==> config.mk <==
export PLATFORM = sky130hd
export DESIGN_NAME = pmod_amp3_i2s_tx
export DESIGN_NICKNAME = d
export VERILOG_FILES = /design/src/rtl/pmod_amp3_pkg.sv /design/src/rtl/i2s_clkgen.sv /design/src/rtl/pmod_amp3_i2s_tx.sv
export SDC_FILE = /design/constraint.sdc
export NUM_CORES = 1
export LEC_CHECK = 0
export BUFFER_PORTS_ARGS = -buffer_cell sky130_fd_sc_hd__buf_4
export CELL_PAD_IN_SITES_DETAIL_PLACEMENT = 0
export CELL_PAD_IN_SITES_GLOBAL_PLACEMENT = 1
export CORE_ASPECT_RATIO = 2
export CORE_UTILIZATION = 47
export DETAILED_ROUTE_END_ITERATION = 8
export PLACE_DENSITY_LB_ADDON = 0.25
export SETUP_SLACK_MARGIN = 0.15
export SYNTH_ARGS = -nofsm -noshare
export SYNTH_HDL_FRONTEND = slang
export SYNTH_SLANG_ARGS = --single-unit
==> constraint.sdc <==
create_clock -name clk -period 7.85 [get_ports clk]
set_clock_uncertainty 0.2 [all_clocks]
set_input_delay 1.57 -clock clk [delete_from_list [all_inputs] [get_ports clk]]
set_output_delay 1.57 -clock clk [all_outputs]
set_load 0.05 [all_outputs]
==> src/rtl/pmod_amp3_pkg.sv <==
// Shared constants and types for the Pmod AMP3 I2S transmitter.
// Sample fields are sized for the widest supported word and hold zero-extended samples.
package pmod_amp3_pkg;

  localparam int SLOT_BITS  = 32;
  localparam int FRAME_BITS = 64;
  localparam int SLOT_W     = $clog2(SLOT_BITS);
  localparam int BIT_W      = $clog2(FRAME_BITS);

  typedef enum logic {
    IDLE = 1'b0,
    RUN  = 1'b1
  } state_t;

  typedef struct packed {
    logic [SLOT_BITS-2:0] left;
    logic [SLOT_BITS-2:0] right;
  } stereo_sample_t;

endpackage

==> src/rtl/i2s_clkgen.sv <==
// MCLK / SCLK generation and the per-frame bit counter.
// Outputs are registered from next-state values so they line up with the counters.
module i2s_clkgen
  import pmod_amp3_pkg::*;
#(
  parameter int MCLK_DIV = 2,
  parameter int SCLK_DIV = 8
) (
  input  logic             clk,
  input  logic             reset,
  input  logic             run,
  output logic             lineout_mclk,
  output logic             lineout_sclk,
  output logic [BIT_W-1:0] bit_cnt,
  output logic             sclk_fall
);

  localparam int MW = (MCLK_DIV > 1) ? $clog2(MCLK_DIV) : 1;
  localparam int SW = $clog2(SCLK_DIV);

  logic [MW-1:0] mclk_cnt, mclk_nxt;
  logic [SW-1:0] div_cnt, div_nxt;

  // sclk_fall marks the edge on which div_cnt wraps and the bit counter advances
  assign sclk_fall = run && (div_cnt == SW'(SCLK_DIV - 1));

  always_comb begin
    mclk_nxt = (mclk_cnt == MW'(MCLK_DIV - 1)) ? '0 : mclk_cnt + 1'b1;
    div_nxt  = '0;
    if (run) div_nxt = sclk_fall ? '0 : div_cnt + 1'b1;
  end

  always_ff @(posedge clk) begin
    if (reset) begin
      mclk_cnt     <= '0;
      div_cnt      <= '0;
      bit_cnt      <= '0;
      lineout_mclk <= 1'b0;
      lineout_sclk <= 1'b0;
    end else begin
      mclk_cnt     <= mclk_nxt;
      lineout_mclk <= (mclk_nxt >= MW'(MCLK_DIV / 2));
      div_cnt      <= div_nxt;
      lineout_sclk <= (div_nxt >= SW'(SCLK_DIV / 2));
      if (!run)           bit_cnt <= '0;
      else if (sclk_fall) bit_cnt <= bit_cnt + 1'b1;
    end
  end

endmodule

==> src/rtl/pmod_amp3_i2s_tx.sv <==
// Philips I2S serialiser for the Pmod AMP3: single-entry sample buffer, frame registers,
// run/idle sequencing and the serial data mux.
//   state | meaning
//   IDLE  | counters and SCLK/LRCK/SDOUT held at 0, MCLK still running
//   RUN   | framing active; loads a new frame on every 63->0 wrap while enabled
module pmod_amp3_i2s_tx
  import pmod_amp3_pkg::*;
#(
  parameter int WIDTH    = 24,
  parameter int MCLK_DIV = 2,
  parameter int SCLK_DIV = 8
) (
  input  logic             clk,
  input  logic             reset,
  input  logic             enable,
  input  logic [WIDTH-1:0] sample_left,
  input  logic [WIDTH-1:0] sample_right,
  input  logic             sample_valid,
  output logic             sample_ready,
  output logic             lineout_mclk,
  output logic             lineout_sclk,
  output logic             lineout_lrck,
  output logic             lineout_sdout,
  output logic             frame_start,
  output logic             underrun
);

  state_t               state, state_nxt;
  logic                 running;
  logic [BIT_W-1:0]     bit_cnt, bit_nxt;
  logic                 sclk_fall, frame_wrap, load, accept;
  logic                 lrck_d, sdout_d;
  logic [SLOT_W-1:0]    pos, idx;
  logic [SLOT_BITS-2:0] chan;
  stereo_sample_t       pend, frame;

  assign running = (state == RUN);

  i2s_clkgen #(
    .MCLK_DIV (MCLK_DIV),
    .SCLK_DIV (SCLK_DIV)
  ) u_clkgen (
    .clk          (clk),
    .reset        (reset),
    .run          (running),
    .lineout_mclk (lineout_mclk),
    .lineout_sclk (lineout_sclk),
    .bit_cnt      (bit_cnt),
    .sclk_fall    (sclk_fall)
  );

  assign frame_wrap = sclk_fall && (bit_cnt == BIT_W'(FRAME_BITS - 1));
  assign accept     = sample_valid && sample_ready;

  always_ff @(posedge clk) begin
    if (reset) state <= IDLE;
    else       state <= state_nxt;
  end

  always_comb begin
    state_nxt = state;
    load      = 1'b0;
    case (state)
      IDLE: begin
        if (enable) begin
          state_nxt = RUN;
          load      = 1'b1;
        end
      end
      RUN: begin
        // enable only matters at the frame boundary so a frame is never cut short
        if (frame_wrap) begin
          if (enable) load      = 1'b1;
          else        state_nxt = IDLE;
        end
      end
      default: state_nxt = IDLE;
    endcase
  end

  // Line outputs are computed for the bit position that becomes current on this edge.
  always_comb begin
    bit_nxt = sclk_fall ? bit_cnt + 1'b1 : bit_cnt;
    pos     = bit_nxt[SLOT_W-1:0];
    idx     = SLOT_W'(WIDTH) - pos;
    chan    = bit_nxt[BIT_W-1] ? frame.right : frame.left;
    lrck_d  = 1'b0;
    sdout_d = 1'b0;
    if (state_nxt == RUN) begin
      lrck_d = bit_nxt[BIT_W-1];
      if (pos != '0 && pos <= SLOT_W'(WIDTH)) sdout_d = chan[idx];
    end
  end

  always_ff @(posedge clk) begin
    if (reset) begin
      pend          <= '0;
      frame         <= '0;
      sample_ready  <= 1'b1;
      frame_start   <= 1'b0;
      underrun      <= 1'b0;
      lineout_lrck  <= 1'b0;
      lineout_sdout <= 1'b0;
    end else begin
      frame_start   <= load;
      underrun      <= load && sample_ready;
      lineout_lrck  <= lrck_d;
      lineout_sdout <= sdout_d;
      // a load sees the buffer as it was before this edge; a same-cycle accept stays pending
      if (load) frame <= sample_ready ? '0 : pend;
      if (accept) begin
        pend.left    <= (SLOT_BITS - 1)'(sample_left);
        pend.right   <= (SLOT_BITS - 1)'(sample_right);
        sample_ready <= 1'b0;
      end else if (load) begin
        sample_ready <= 1'b1;
      end
    end
  end

endmodule
Word level (Yosys, flattened, before mapping)
Index checks and enable logic that the tools add are counted.
{"block": "totals", "ff_bits": 128, "input_bits": 52, "output_inout_bits": 7}
{"block": "op_classes", "add_sub_neg": 4, "magnitude_cmp": 4, "n_eq_ne": 2, "mux": 15, "n_bitwise": 3, "n_reduce_logical": 10}
{"op": "55-bit 2-to-1 mux", "count": 1}
{"op": "31-bit 2-to-1 mux", "count": 1}
{"op": "1-bit 2-to-1 mux", "count": 7}
{"op": "6-bit by 1-bit adder with 6-bit output, second input constant", "count": 1}
{"op": "6-bit equality test, second input constant", "count": 1}
{"op": "5-bit by 6-bit < comparator with 1-bit output, second input constant", "count": 1}
{"op": "3-bit 2-to-1 mux", "count": 2}
{"op": "6-bit 2-to-1 mux", "count": 1}
{"op": "1-bit binary-select mux with 5-bit select", "count": 1}
{"op": "5-bit <= comparator, second input constant", "count": 1}
{"op": "1-bit logical AND", "count": 5}
{"op": "5-bit nonzero test", "count": 1}
{"op": "5-bit subtractor, first input constant", "count": 1}
{"op": "1-bit case mux with 2 select lines", "count": 2}
{"op": "2-bit OR reduction", "count": 2}
{"op": "3-bit by 1-bit adder with 3-bit output, second input constant", "count": 1}
{"op": "3-bit equality test, second input constant", "count": 1}
{"op": "3-bit greater-or-equal comparator, second input constant", "count": 1}
{"op": "1-bit NOT", "count": 3}
{"op": "3-bit OR reduction", "count": 1}
{"op": "2-bit nonzero test", "count": 1}
{"op": "1-bit adder, second input constant", "count": 1}
{"op": "1-bit greater-or-equal comparator, second input constant", "count": 1}

Depth between registers and ports, before layout
{"block": "depth", "word_depth": 7, "ltp_mapped": 16, "ltp_nobuf": 13}

By module
A second synthesis with hierarchy kept.
{"block": "hier_totals", "hier_cells": 446, "area_unflattened_um2": 4349.2}
{"module": "pmod_amp3_i2s_tx", "instances": 1, "cells_per_inst": 404, "area_per_inst_um2": 3928.8}
{"module": "i2s_clkgen", "instances": 1, "cells_per_inst": 42, "area_per_inst_um2": 420.4}

Worst setup path after synthesis
No wires, ideal clock.
{"block": "synth_path", "path_kind": "register to register", "from": "reg u_clkgen.div_cnt[2]", "to": "reg lineout_sdout", "arrival_ns": 3.275, "slack_ns": 4.260, "stages_incl_launch_ff": 15, "path_buffers": 3, "path_cell_list": "dfxtp_1 -> ha_1 -> buf_2 -> and3b_1 -> or2_1 -> clkbuf_2 -> inv_1 -> ha_1 -> or3b_2 -> clkbuf_1 -> a211o_1 -> nand4_1 -> and3_1 -> o211ai_1 -> a31o_1"}
{"block": "synth_between", "elab_chain_cells": 7, "elab_cells_between_ends": 16, "cone_classes": "1 x add/sub; 1 x order compare; 1 x eq/ne; 6 x mux; 2 x bitwise; 5 x reduce/logical"}
{"item": "start, declared", "line": "i2s_clkgen.sv:22", "text": "logic [SW-1:0] div_cnt, div_nxt;"}
{"item": "start signal, assigned", "line": "i2s_clkgen.sv:43", "text": "div_cnt <= div_nxt;"}
{"item": "3-bit equality test (*)", "line": "i2s_clkgen.sv:25", "text": "assign sclk_fall = run && (div_cnt == SW'(SCLK_DIV - 1));"}
{"item": "1-bit logical AND (*)", "line": "i2s_clkgen.sv:25"}
{"item": "branches (longest 5 deep; another with 5-bit subtractor)"}
{"item": "end signal, assigned", "line": "pmod_amp3_i2s_tx.sv:108", "text": "lineout_sdout <= sdout_d;"}
{"item": "end, declared", "line": "pmod_amp3_i2s_tx.sv:23", "text": "output logic lineout_sdout,"}
Mark *: on every way between the ends. The select of a mux whose other input is x is not followed.
A chain may end at the register's enable or synchronous reset.

Worst setup path after layout
{"block": "layout_path", "from": "reg u_clkgen.div_cnt[0]", "to": "reg lineout_sdout"}
Same word-level chain as after synthesis.

==> results.sh <==
export IMPL_avgSynthCellArea_sq_um=9.081
export IMPL_place_ws_ns=3.826
export IMPL_detail_route_antenna_nets=0
export IMPL_layout_cells_non_filler=640
export IMPL_synth_seq_cells=112
export IMPL_vias=3650
export IMPL_tritoncts="yes"
export IMPL_crit_path_end_kind="flop"
export IMPL_multi_input_area_sq_mm=0.002111
export IMPL_p_leak_nw=2.109
export IMPL_cts_resized_gates=0
export IMPL_tightest_slew_ns=0.7996
export IMPL_start_kind="flop"
export IMPL_worst_path_buf_inv=1
export IMPL_syn_nets=553
export IMPL_power_density_mw_per_mm2=212.3
export IMPL_synth_cell_types=52
export IMPL_syn_to_final_growth_pct=16.36
export IMPL_design_core_area_sq_mm=0.009321
export IMPL_gr_total_overflow=0
export IMPL_cts_buffer_depth=2
export IMPL_track_usage_pct=21.74
export IMPL_grt_max_degree=56
export IMPL_avgRoutedWirePerCell_um=16.22
export IMPL_synth_edf_count=0
export IMPL_cts_sinks=112
export IMPL_synth_async_reset_ratio_pct=0
export IMPL_yosys_warnings=0
export IMPL_clk_pin_slew_ns=0.08
export IMPL_antenna_found_initial=0
export IMPL_ys_seq_area_share_pct=49.68
export IMPL_drtIter0Drc=204
export IMPL_hold_viol_final=0
export IMPL_synthDominantCellAreaShare_pct=49.68
export IMPL_tns_ns=0
export IMPL_finalWorstSetupSlack_ns=3.812
export IMPL_hold_path_class="reg -> reg"
export IMPL_grt_pass1_vias=3397
export IMPL_clock_latency_ns=0.35
export IMPL_drive_gt1_share_pct=16.79
export IMPL_max_freq_ghz=0.2477
export IMPL_seqCellArea_sq_mm=0.002242
export IMPL_violations="design-rule violations"
export IMPL_viasPerCell=5.703
export IMPL_fillers=871
export IMPL_dr_pass1_iters=6
export IMPL_gp_congestion=0.7864
export IMPL_slew_headroom_pct=46.13
export IMPL_hpwlAfterDp_um=7387
export IMPL_crit_family="simple AND/OR/NAND/NOR gates"
export IMPL_postCtsSetupRepairBufs=0
export IMPL_grt_pass1_wl_um=16770
export IMPL_nNetsFinal=587
export IMPL_syn_cell_area_sq_mm=0.004513
export IMPL_maxSlewViolCount=0
export IMPL_critPathMaxStageDelay_ns=0.58
export IMPL_cts_hold_buffers=0
export IMPL_synth_ff_type="dfxtp_1"
export IMPL_clk_root_buffer_cell="clkbuf_16"
export IMPL_fin_crit_sh_pct=51.44
export IMPL_maxCapViolCount=0
export IMPL_yosys_area_top_type="dfxtp_1"
export IMPL_rsz0062_at_grt="false"
export IMPL_chipHeight_um=140.6
export IMPL_slowest_stage="or3b_2"
export IMPL_initial_core_util_pct=48.42
export IMPL_wl_um=10380
export IMPL_crit_fanout=11
export IMPL_status="finished, violations left"
export IMPL_synthTopCellsByArea="dfxtp_1 50%, nand2_1 9.5%, a22o_1 9.3%, a21oi_1 6.0%, clkbuf_1 2.4%"
export IMPL_h_tree_depth=3
export IMPL_synth_most_common_cell="nand2_1"
export IMPL_crit_path_frequent_cell="ha_1"
export IMPL_setup_viol=0
export IMPL_io_pins=59
export IMPL_cp_data_required_time_ns=7.90
export IMPL_io_buffers=58
export IMPL_crit_chain="ha_1 > ha_1 > a21boi_1 > or2_1 > inv_1 > ha_1 > or3b_2 > nor3_1 > nor4_1 > o21ai_0 > and3_1 > o211ai_1 > a31o_1"
export IMPL_ir_drop_mv=0.1344
export IMPL_diodes=0
export IMPL_path_class="reg -> reg"
export IMPL_place_inst=624
export IMPL_synthCells=497
export IMPL_crit_arrival_ns=4.09
export IMPL_die_x_um=71.29
export IMPL_fin_crit_ns=4.038
export IMPL_cts_buffers=9
export IMPL_yosys_top_cells_count="114 x nand2_1, 112 x dfxtp_1, 54 x a21oi_1"
export IMPL_dieArea_sq_mm=0.01002
export IMPL_drc=1
export IMPL_rows=50
-- worst register-to-register path, stage by stage (launching register included) --
cell and delay [ns]:
dfxtp_1 0.32, ha_1 0.20, ha_1 0.31, a21boi_1 0.33
or2_1 0.37, inv_1 0.20, ha_1 0.57, or3b_2 0.58
nor3_1 0.24, nor4_1 0.07, o21ai_0 0.09, and3_1 0.17
o211ai_1 0.10, a31o_1 0.21
-- cell type report --
type                    count  area share [%]
repair buffers             62           8.863
flip-flops and latches    112           42.70
multi-input cells         343           40.20
inverters                   3          0.2144
clock inverters             7           1.263
well taps                 104           2.478
clock buffers               9           4.289
-- power by group --
part	internal [mW]	switching, mW
sequential	0.587	0.0116
combinational	0.0331	0.0445
clock	0.222	0.216
total	0.842	0.272
-- through the flow --
stage	instance area, sq um	hold WS [ns]	util, %	power [mW]
2_1_floorplan	4513	0.2043	-	0.6555
3_3_place_gp	4960	0.1957	53.21	0.6892
3_5_place_dp	4960	0.2003	53.21	0.6911
4_1_cts	5251	0.2113	56.34	1.127
5_1_grt	5251	0.2474	56.34	1.164
6_report	5251	0.2112	56.34	1.115
-- placed cells by master (no fill, tap or decap), types with 2 or more instances in the layout --
master and count:
dfxtp_1 112, nand2b_1 11, a22o_1 48, a2111oi_0 2, nor4_1 5, mux2i_1 5
xor2_1 2, and2_1 4, and3_1 15, nor2_1 9, buf_4 62, or3_1 2
mux4_2 2, nor3b_1 2, a2111oi_2 3, inv_1 3, a21boi_0 2, nor3_1 8
nand3_1 3, o221ai_1 2, nand2_1 114, a211o_1 2, a21oi_1 53, clkbuf_16 9
ha_1 4, o21ai_1 2, a211oi_1 10, xnor2_1 4, a22oi_1 5, o21ai_0 3
nand4_1 2, clkinv_4 2
-- registers in the layout, indices dropped and copies added (netlist names) --
name,count
frame,48
pend,48
u_clkgen.bit_cnt,6
u_clkgen.div_cnt,3
frame_start,1
lineout_lrck,1
lineout_sdout,1
running,1
sample_ready,1
u_clkgen.mclk_cnt,1
underrun,1
-- worst paths after layout --
check,start,endpoint,depth (start not counted),slack [ns]
worst max register to register,u_clkgen.div_cnt[0]$_SDFF_PP0_,lineout_sdout$_SDFF_PP0_,13,3.81
worst min-delay path,u_clkgen.mclk_cnt$_SDFF_PP0_,u_clkgen.mclk_cnt$_SDFF_PP0_,1,0.21
worst max-delay path,u_clkgen.div_cnt[0]$_SDFF_PP0_,lineout_sdout$_SDFF_PP0_,13,3.81
worst min register to register,u_clkgen.mclk_cnt$_SDFF_PP0_,u_clkgen.mclk_cnt$_SDFF_PP0_,1,0.21
-- cell families after synthesis --
logic type                 Yosys count  share of synthesized area (%)
AOI/OAI and AO/OA                  140                          22.21
DFF                                112                          49.68
muxes                                7                          2.107
adders and majority gates            4                          1.109
xor gates and xnor gates             7                          1.663
buffers and inverters               42                          3.909
and+or+nand+nor                    185                          19.32
-- per-layer routing --
| layer | track usage [%] | vias to the layer above | share of wire (%) |
|---|---|---|---|
| li1 | - | 1841 | - |
| met1 | 25.74 | 1708 | 42 |
| met2 | 37.24 | 79 | 52 |
| met3 | 3.645 | 22 | 2.4 |
| met4 | 10.95 | 0 | 3.7 |
| met5 | 0 | - | 0 |
Note: power is estimated with default switching activity, not from simulation.
